==> src/rtl/control_sequencer.sv <==
// Hardwired control unit: fetches each instruction and runs it as a T0..T6 step
// sequence, decoding the IR supplied by the DataPath into datapath strobes.
`timescale 1ns/1ps
module control_sequencer #(
   parameter int         IR_WIDTH   = 32,
   parameter logic [4:0] ALU_MAX_OP = 5'b01100,
   parameter logic [4:0] MUL_OP     = 5'b01111,
   parameter logic [4:0] DIV_OP     = 5'b10000,
   parameter logic [4:0] NOP_OP     = 5'b11010,
   parameter logic [4:0] HALT_OP    = 5'b11011
) (
   input  logic                clock,
   input  logic                clear,
   input  logic [IR_WIDTH-1:0] IR,
   input  logic                stop,
   output logic                PCout,
   output logic                IncPC,
   output logic                MARin,
   output logic                Zin,
   output logic                Zlo_out,
   output logic                Zhi_out,
   output logic                PCin,
   output logic                Read,
   output logic                MDRin,
   output logic                MDRout,
   output logic                IRin,
   output logic                Yin,
   output logic                HIin,
   output logic                LOin,
   output logic [15:0]         Rin,
   output logic [15:0]         Rout,
   output logic [4:0]          opcode,
   output logic                Run,
   output logic                illegal
);

   // state | meaning
   // T0    | PC -> MAR, PC+1 -> Z
   // T1    | Z -> PC, memory read into MDR
   // T2    | MDR -> IR
   // T3    | Rb -> Y (ALU/mul/div); nop/halt/illegal finish here
   // T4    | Rc through ALU into Z
   // T5    | Zlo -> Ra (ALU) or LO (mul/div)
   // T6    | Zhi -> HI (mul/div only)
   // HALT  | idle until clear; bit 3 is the halt bit, bits 2:0 the step
   typedef enum logic [3:0] {
      T0   = 4'd0,
      T1   = 4'd1,
      T2   = 4'd2,
      T3   = 4'd3,
      T4   = 4'd4,
      T5   = 4'd5,
      T6   = 4'd6,
      HALT = 4'd8
   } state_t;

   state_t     state_q, state_d;
   logic       stop_pend_q, stop_pend_d;

   logic [4:0] op;
   logic [3:0] ra, rb, rc;
   logic       is_alu, is_md;
   state_t     after_last;
   logic       unused_ir;

   assign op        = IR[31:27];
   assign ra        = IR[26:23];
   assign rb        = IR[22:19];
   assign rc        = IR[18:15];
   assign unused_ir = ^IR[14:0];

   assign is_alu     = (op <= ALU_MAX_OP);
   assign is_md      = (op == MUL_OP) || (op == DIV_OP);
   assign after_last = (stop_pend_q || stop) ? HALT : T0;

   always_ff @(posedge clock or negedge clear) begin
      if (!clear) begin
         state_q     <= T0;
         stop_pend_q <= 1'b0;
      end else begin
         state_q     <= state_d;
         stop_pend_q <= stop_pend_d;
      end
   end

   always_comb begin
      state_d     = state_q;
      stop_pend_d = (state_q == HALT) ? stop_pend_q : (stop_pend_q | stop);
      case (state_q)
         T0: state_d = T1;
         T1: state_d = T2;
         T2: state_d = T3;
         T3: begin
            if (is_alu || is_md)    state_d = T4;
            else if (op == HALT_OP) state_d = HALT;
            else                    state_d = after_last;
         end
         T4: state_d = T5;
         T5: state_d = is_md ? T6 : after_last;
         T6: state_d = after_last;
         default: state_d = HALT;
      endcase
   end

   // Outputs are forced low combinationally while clear is held so an abort
   // never lets a partial register load through.
   always_comb begin
      PCout   = 1'b0;
      IncPC   = 1'b0;
      MARin   = 1'b0;
      Zin     = 1'b0;
      Zlo_out = 1'b0;
      Zhi_out = 1'b0;
      PCin    = 1'b0;
      Read    = 1'b0;
      MDRin   = 1'b0;
      MDRout  = 1'b0;
      IRin    = 1'b0;
      Yin     = 1'b0;
      HIin    = 1'b0;
      LOin    = 1'b0;
      Rin     = 16'h0000;
      Rout    = 16'h0000;
      opcode  = 5'b00000;
      illegal = 1'b0;
      Run     = clear && (state_q != HALT);
      if (clear) begin
         case (state_q)
            T0: begin
               PCout = 1'b1;
               MARin = 1'b1;
               IncPC = 1'b1;
               Zin   = 1'b1;
            end
            T1: begin
               Zlo_out = 1'b1;
               PCin    = 1'b1;
               Read    = 1'b1;
               MDRin   = 1'b1;
            end
            T2: begin
               MDRout = 1'b1;
               IRin   = 1'b1;
            end
            T3: begin
               if (is_alu || is_md) begin
                  Rout = 16'd1 << rb;
                  Yin  = 1'b1;
               end else if (op != NOP_OP && op != HALT_OP) begin
                  illegal = 1'b1;
               end
            end
            T4: begin
               Rout   = 16'd1 << rc;
               opcode = op;
               Zin    = 1'b1;
            end
            T5: begin
               Zlo_out = 1'b1;
               if (is_md) LOin = 1'b1;
               else       Rin  = 16'd1 << ra;
            end
            T6: begin
               Zhi_out = 1'b1;
               HIin    = 1'b1;
            end
            default: ;
         endcase
      end
   end

endmodule

==> config.mk <==
export PLATFORM = sky130hd
export DESIGN_NAME = control_sequencer
export DESIGN_NICKNAME = d
export VERILOG_FILES = /design/src/rtl/control_sequencer.sv
export SDC_FILE = /design/constraint.sdc
export NUM_CORES = 1
export LEC_CHECK = 0
export CORE_MARGIN = 3
export CORE_UTILIZATION = 37
export DETAILED_ROUTE_END_ITERATION = 8
export HOLD_SLACK_MARGIN = 0.02
export PLACE_DENSITY = 0.95
export SLEW_MARGIN = 30
export SYNTH_ARGS = -nofsm -noshare
export SYNTH_HDL_FRONTEND = slang
export SYNTH_SLANG_ARGS = --single-unit
==> constraint.sdc <==
create_clock -name clock -period 7.7 [get_ports clock]
set_input_delay 2.31 -clock clock [delete_from_list [all_inputs] [get_ports clock]]
set_output_delay 2.31 -clock clock [all_outputs]
set_load 0.005 [all_outputs]
==> impl_metrics.tcl, run 1 <==
set metrics [dict create \
    globalplace.congestion 0.9270 \
    ctsHoldBuffers 0 \
    htree_levels 1 \
    path_clk_slew_ns 0.05 \
    syn-num-nets 202 \
    yosys_warnings 0 \
    fin_nets 265 \
    row_count 19 \
    timing.rr.start "state_q[2]" \
    vias 1533 \
    grt_use_total 0.1821 \
    worstPathMaxFanout 9 \
    syn_inst 167 \
    core_um2 2877 \
    cts_buffer_depth 2 \
    fp.dieArea_um2 3876 \
    crit_path_start_kind "input pin" \
    die_h_um 62.26 \
    setup_viol 0 \
    cts_tree "yes" \
    avgRoutedWirePerCell_um 14.03 \
    leakage_uw 0.0005724 \
    cts_made_buffers 3 \
    cts_root_buffer "clkbuf_4" \
    synth_seq_cells 5 \
    place_hpwl_mm 3.006 \
    synth_top_cell_by_area "dfrtp_1" \
    synth_cell_types 47 \
    hold_class "reg2reg" \
    clock_latency_ns 0.24 \
    die_w_um 62.26 \
    post-cts-setup-buffers 0 \
    cp-end-kind "primary output" \
    layout_common_cells "72 x clkdlybuf4s50_1, 24 x nor2_1, 18 x a21oi_1" \
    synth-xor-area-share 0 \
    whs_path_depth 1 \
    ant_nets 0 \
    mostFrequentLayoutCell "clkdlybuf4s50_1" \
    status "complete, no violations" \
    drcViolationCount 0 \
    synth_top_family_by_area "simple AND/OR/NAND/NOR gates" \
    cts_resized 0 \
    fillers 237 \
    ff2ff_path_depth 3 \
    yosys.area_share.simple 0.4850 \
    hp-start "stop_pend_q" \
    seq_area_frac_synth 0.1068 \
    hold_viol_final 0 \
    diodes 0 \
    grt_setup_unrepaired "false" \
    worst_r2r_endpoint "state_q[3]" \
    arrival_ns 4.60 \
    synth_compound_area_frac 0.2938 \
    port_buffers 72 \
    skew_ns 0.003579 \
    finalCritPeriodShare 0.8980 \
    worstMarginPinSlew_ns 0.7946 \
    viasPerCell 5.657 \
    syn_area_per_cell_um2 7.013 \
    overflow 0 \
    r2r_setup_slack_ns 6.10 \
    netlist.area_leader.share 0.1068 \
    clock.fmax_mhz 144.6 \
    timing.final.crit_period_ns 6.915 \
    drt_iter0_drc 76 \
    maxCapViolCount 0 \
    synth_mux_area_frac 0 \
    grt_pass1_vias 1343 \
    crit_type "in2out" \
    wirelength_mm 3.803 \
    grt_max_degree 21 \
    slew_violations 0 \
    antenna_found_initial 0 \
    drt_first_pass_iters 4 \
    syn_area_um2 1171 \
    crit_required_ns 5.39 \
    syn2layout_area_growth_pct 59.08 \
    multiInputGateArea_um2 912.1 \
    synth_fa_ha_area_frac 0 \
    clock-sinks 5 \
    hold_ws_ns 0.4857 \
    register_area_um2 125.1 \
    synth_area_leaders "dfrtp_1 11%, o2111ai_1 9.0%, a21oi_1 7.7%, nor2_1 7.7%, nand2_1 4.5%" \
    grt_pass1_wl_mm 6.072 \
    tns_ns 0 \
    whs_endpoint "stop_pend_q" \
    start_util 0.4071 \
    top_level_ports 88 \
    max_slew_margin 0.4686 \
    peakVddDrop_v 0.00007042 \
    power.density_nw_per_um2 53.05 \
    drive_gt1_frac 0.07424 \
]
## layer usage
| metal | vias to the layer above | GRT usage | wire length [um] |
|---|---|---|---|
| met4 | 0 | 0.03306 | 13 |
| met3 | 4 | 0.03964 | 300 |
| li1 | 760 | - | - |
| met5 | - | 0 | 0 |
| met2 | 74 | 0.3172 | 1721 |
| met1 | 695 | 0.2320 | 1768 |
## worst max-delay path, stage by stage
cell	delay [ns]
clkdlybuf4s50_1	0.68
and4bb_2	0.32
nand2_1	0.08
or4b_4	0.58
nor2_1	0.13
clkdlybuf4s50_1	0.50
## synthesized netlist by cell type (all sizes together)
| library cell | count |
|---|---|
| o31a | 1 |
| a21oi | 18 |
| or4b | 1 |
| a21boi | 1 |
| a2111oi | 2 |
| or2 | 1 |
| nand3 | 6 |
| a31oi | 1 |
| and4 | 1 |
| nand3b | 1 |
| a211oi | 1 |
| clkbuf | 6 |
| or4 | 1 |
| nor3 | 6 |
| nand4 | 5 |
| a21o | 1 |
| nor2 | 24 |
| o32a | 1 |
| nor4b | 3 |
| o22ai | 1 |
| nand2b | 4 |
| o2111ai | 12 |
| nand4b | 2 |
| o311a | 1 |
| buf | 9 |
| o21a | 1 |
| inv | 5 |
| a211o | 1 |
| dfrtp | 5 |
| o21bai | 1 |
| and4bb | 3 |
| nand2 | 14 |
| nor4 | 3 |
| nor2b | 8 |
| o21ai | 4 |
| nand4bb | 1 |
| and2 | 5 |
| and3 | 6 |
## report_power, final
part,total (uW),switching [uW],leakage [uW],internal (uW)
registers,29.8,2.69,0.0000598,27.1
clock network,31.5,11.8,0.0000150,19.7
logic,37.5,19.9,0.000498,17.6
## stage by stage
stage	instances	util	power [uW]	instance area, um^2	worst slack [ns]
2_1_floorplan	167	-	47.92	1171	1.940
6_report	271	0.6477	98.83	1863	0.7850
5_1_grt	271	0.6477	104.4	1863	0.6130
4_1_cts	271	0.6477	99.24	1863	0.7774
3_5_place_dp	267	0.6385	67.28	1837	0.7779
3_3_place_gp	267	0.6385	66.24	1837	0.8091
## cells by family (layout without fill, tap and decap cells)
group / after synthesis / after routing
and+or+nand+nor: 95 / 95
AOI/OAI and AO/OA: 47 / 47
buffers and inverters: 20 / 82
DFF: 5 / 5
## flip-flops by register name (all words and copies together) (netlist names)
register,flops
state_q,4
stop_pend_q,1
## final cells by class
class / count / share of cell area
inverters: 5 / 0.01007
multi-input cells: 142 / 0.4896
well taps: 42 / 0.02821
clock buffers: 4 / 0.01410
flip-flops and latches: 5 / 0.06716
repair buffers: 73 / 0.3909
## how the worst max path moves through the flow
stage               startpoint       to  slack, ns  depth (start not counted)
floorplan               IR[27]  Rout[1]       1.94                          5
global placement         clear   Rin[0]       0.81                          6
detailed placement       clear   Rin[0]       0.78                          6
CTS                      clear   Rin[0]       0.78                          6
global route             clear   Rin[0]       0.61                          6
finish                   clear  Rin[10]       0.79                          6
Power figures use the tool's default switching activity.
==> run 2, diff against run 1 <==
--- a/config.mk
+++ b/config.mk
@@ -7,9 +7,12 @@
 export LEC_CHECK = 0
 export CORE_MARGIN = 3
 export CORE_UTILIZATION = 37
+export CTS_CLUSTER_SIZE = 40
 export DETAILED_ROUTE_END_ITERATION = 8
 export HOLD_SLACK_MARGIN = 0.02
 export PLACE_DENSITY = 0.95
+export RECOVER_POWER = 50
+export SKIP_CTS_REPAIR_TIMING = 1
 export SLEW_MARGIN = 30
 export SYNTH_ARGS = -nofsm -noshare
 export SYNTH_HDL_FRONTEND = slang
==> impl_metrics.tcl, run 2 (synthesis results as in run 1) <==
set metrics [dict create \
    fp.dieArea_um2 3876 \
    crit_path_start_kind "input pin" \
    fin_nets 265 \
    place_hpwl_mm 3.006 \
    cts_tree "yes" \
    power.density_nw_per_um2 52.68 \
    setup_viol 0 \
    hold_viol_final 0 \
    maxCapViolCount 0 \
    ant_nets 0 \
    whs_path_depth 1 \
    htree_levels 1 \
    grt_pass1_wl_mm 6.072 \
    status "complete, no violations" \
    fillers 239 \
    max_stage_delay_ns 0.61 \
    multiInputGateArea_um2 899.6 \
    arrival_ns 4.67 \
    diodes 0 \
    hold_class "reg2reg" \
    crit_type "in2out" \
    ff2ff_path_depth 3 \
    cts_buffer_depth 2 \
    hp-start "stop_pend_q" \
    drive_gt1_frac 0.06550 \
    grt_pass1_vias 1343 \
    top_usage_layer "met2" \
    drt_first_pass_iters 4 \
    peakVddDrop_v 0.00006968 \
    tns_ns 0 \
    die_h_um 62.26 \
    timing.final.crit_period_ns 6.984 \
    finalCritPeriodShare 0.9070 \
    avgRoutedWirePerCell_um 13.98 \
    globalplace.congestion 0.9270 \
    dp.cells 267 \
    clock_latency_ns 0.24 \
    top_level_ports 88 \
    core_um2 2877 \
    cpMaxStageDelayCell "dlygate4sd3_1" \
    antenna_found_initial 0 \
    cts_root_buffer "clkbuf_4" \
    mostFrequentLayoutCell "clkdlybuf4s50_1" \
    viasPerCell 5.708 \
    gr-usage-met3 0.03964 \
    setup_ws_ns 0.7160 \
    layout_common_cells "53 x clkdlybuf4s50_1, 24 x nor2_1, 19 x dlygate4sd3_1" \
    worstMarginPinSlew_ns 0.7807 \
    overflow 0 \
    die_w_um 62.26 \
    max_slew_margin 0.4779 \
    timing.rr.start "state_q[2]" \
    largest_register "state_q" \
    vias 1547 \
    cp-startpoint "IR[27]" \
    skew_ns 0.004952 \
    use_met1 0.2320 \
    path_clk_slew_ns 0.05 \
    crit_required_ns 5.39 \
    clock.fmax_mhz 143.2 \
    syn2layout_area_growth_pct 58.01 \
    register_area_um2 125.1 \
    cts_made_buffers 3 \
    row_count 19 \
    grt_max_degree 21 \
    clock-sinks 5 \
    drt_iter0_drc 70 \
    p_total_uw 97.48 \
    grtUsageMet2 0.3172 \
    grt_use_total 0.1821 \
    fin_cells 271 \
    largest_reg_flops 4 \
    grt_setup_unrepaired "false" \
    reg_top3 "state_q x4, stop_pend_q x1" \
    start_util 0.4071 \
    leakage_uw 0.0006260 \
    cp-end-kind "primary output" \
    drcViolationCount 0 \
    worstPathMaxFanout 13 \
    port_buffers 72 \
    path_cells "dlygate4sd3_1 > or2_0 > nor2_1 > buf_4 > o2111ai_1 > a21oi_1 > clkdlybuf4s50_1" \
    pre_cts_ws_ns 0.7779 \
    post-route-util 0.6433 \
    slew_violations 0 \
    wirelength_mm 3.788 \
]
==> run 2: cell count changes in the layout (fill, tap and decap cells not counted), sizes merged <==
cell | before | now
clkdlybuf4s50 | 72 | 53
dlygate4sd3 | 0 | 19
==> run 2: path summary, 6_finish.rpt <==
path                       slack (ns)           to
max in group asynchronous        5.02   state_q[0]
min in group asynchronous        2.41   state_q[3]
min reg2reg                      0.49  stop_pend_q
min                              0.49  stop_pend_q
max                              0.72      Rout[4]
max reg2reg                      6.10   state_q[3]
==> run 2: report_power, final <==
| group | switching, uW | total, uW | internal, uW | leakage (uW) |
|---|---|---|---|---|
| clock network | 11.6 | 31.3 | 19.7 | 0.0000150 |
| logic | 19.7 | 36.4 | 16.7 | 0.000551 |
| registers | 2.64 | 29.8 | 27.1 | 0.0000598 |
| total | 34.0 | 97.5 | 63.5 | 0.000626 |
==> run 2: layout make-up <==
type | count | area share
Multi-Input combinational cell | 142 | 0.4861
Tap cell | 42 | 0.02840
Timing Repair Buffer | 73 | 0.3935
Inverter | 5 | 0.01014
Clock buffer | 4 | 0.01420
Sequential cell | 5 | 0.06761
==> run 2: worst max-delay path, delay by kind of cell <==
kind / cells / cell delay [ns]
and+or+nand+nor: 2 / 0.62
AOI/OAI and AO/OA: 2 / 0.36
buffers and inverters: 3 / 1.39
==> run 2: metrics by stage <==
stage / hold WS [ns] / cell area, um^2
after floorplan: 0.4512 / 1171
after global placement: 0.4632 / 1837
after detailed placement: 0.4727 / 1837
after CTS: 0.4863 / 1863
after global routing: 0.5155 / 1851
final: 0.4882 / 1851
==> run 2: layer usage <==
| metal | part of all wire | up-vias |
|---|---|---|
| met5 | 0 | - |
| met4 | 0.0026 | 0 |
| met3 | 0.084 | 2 |
| met2 | 0.45 | 80 |
| met1 | 0.46 | 707 |
| li1 | - | 758 |
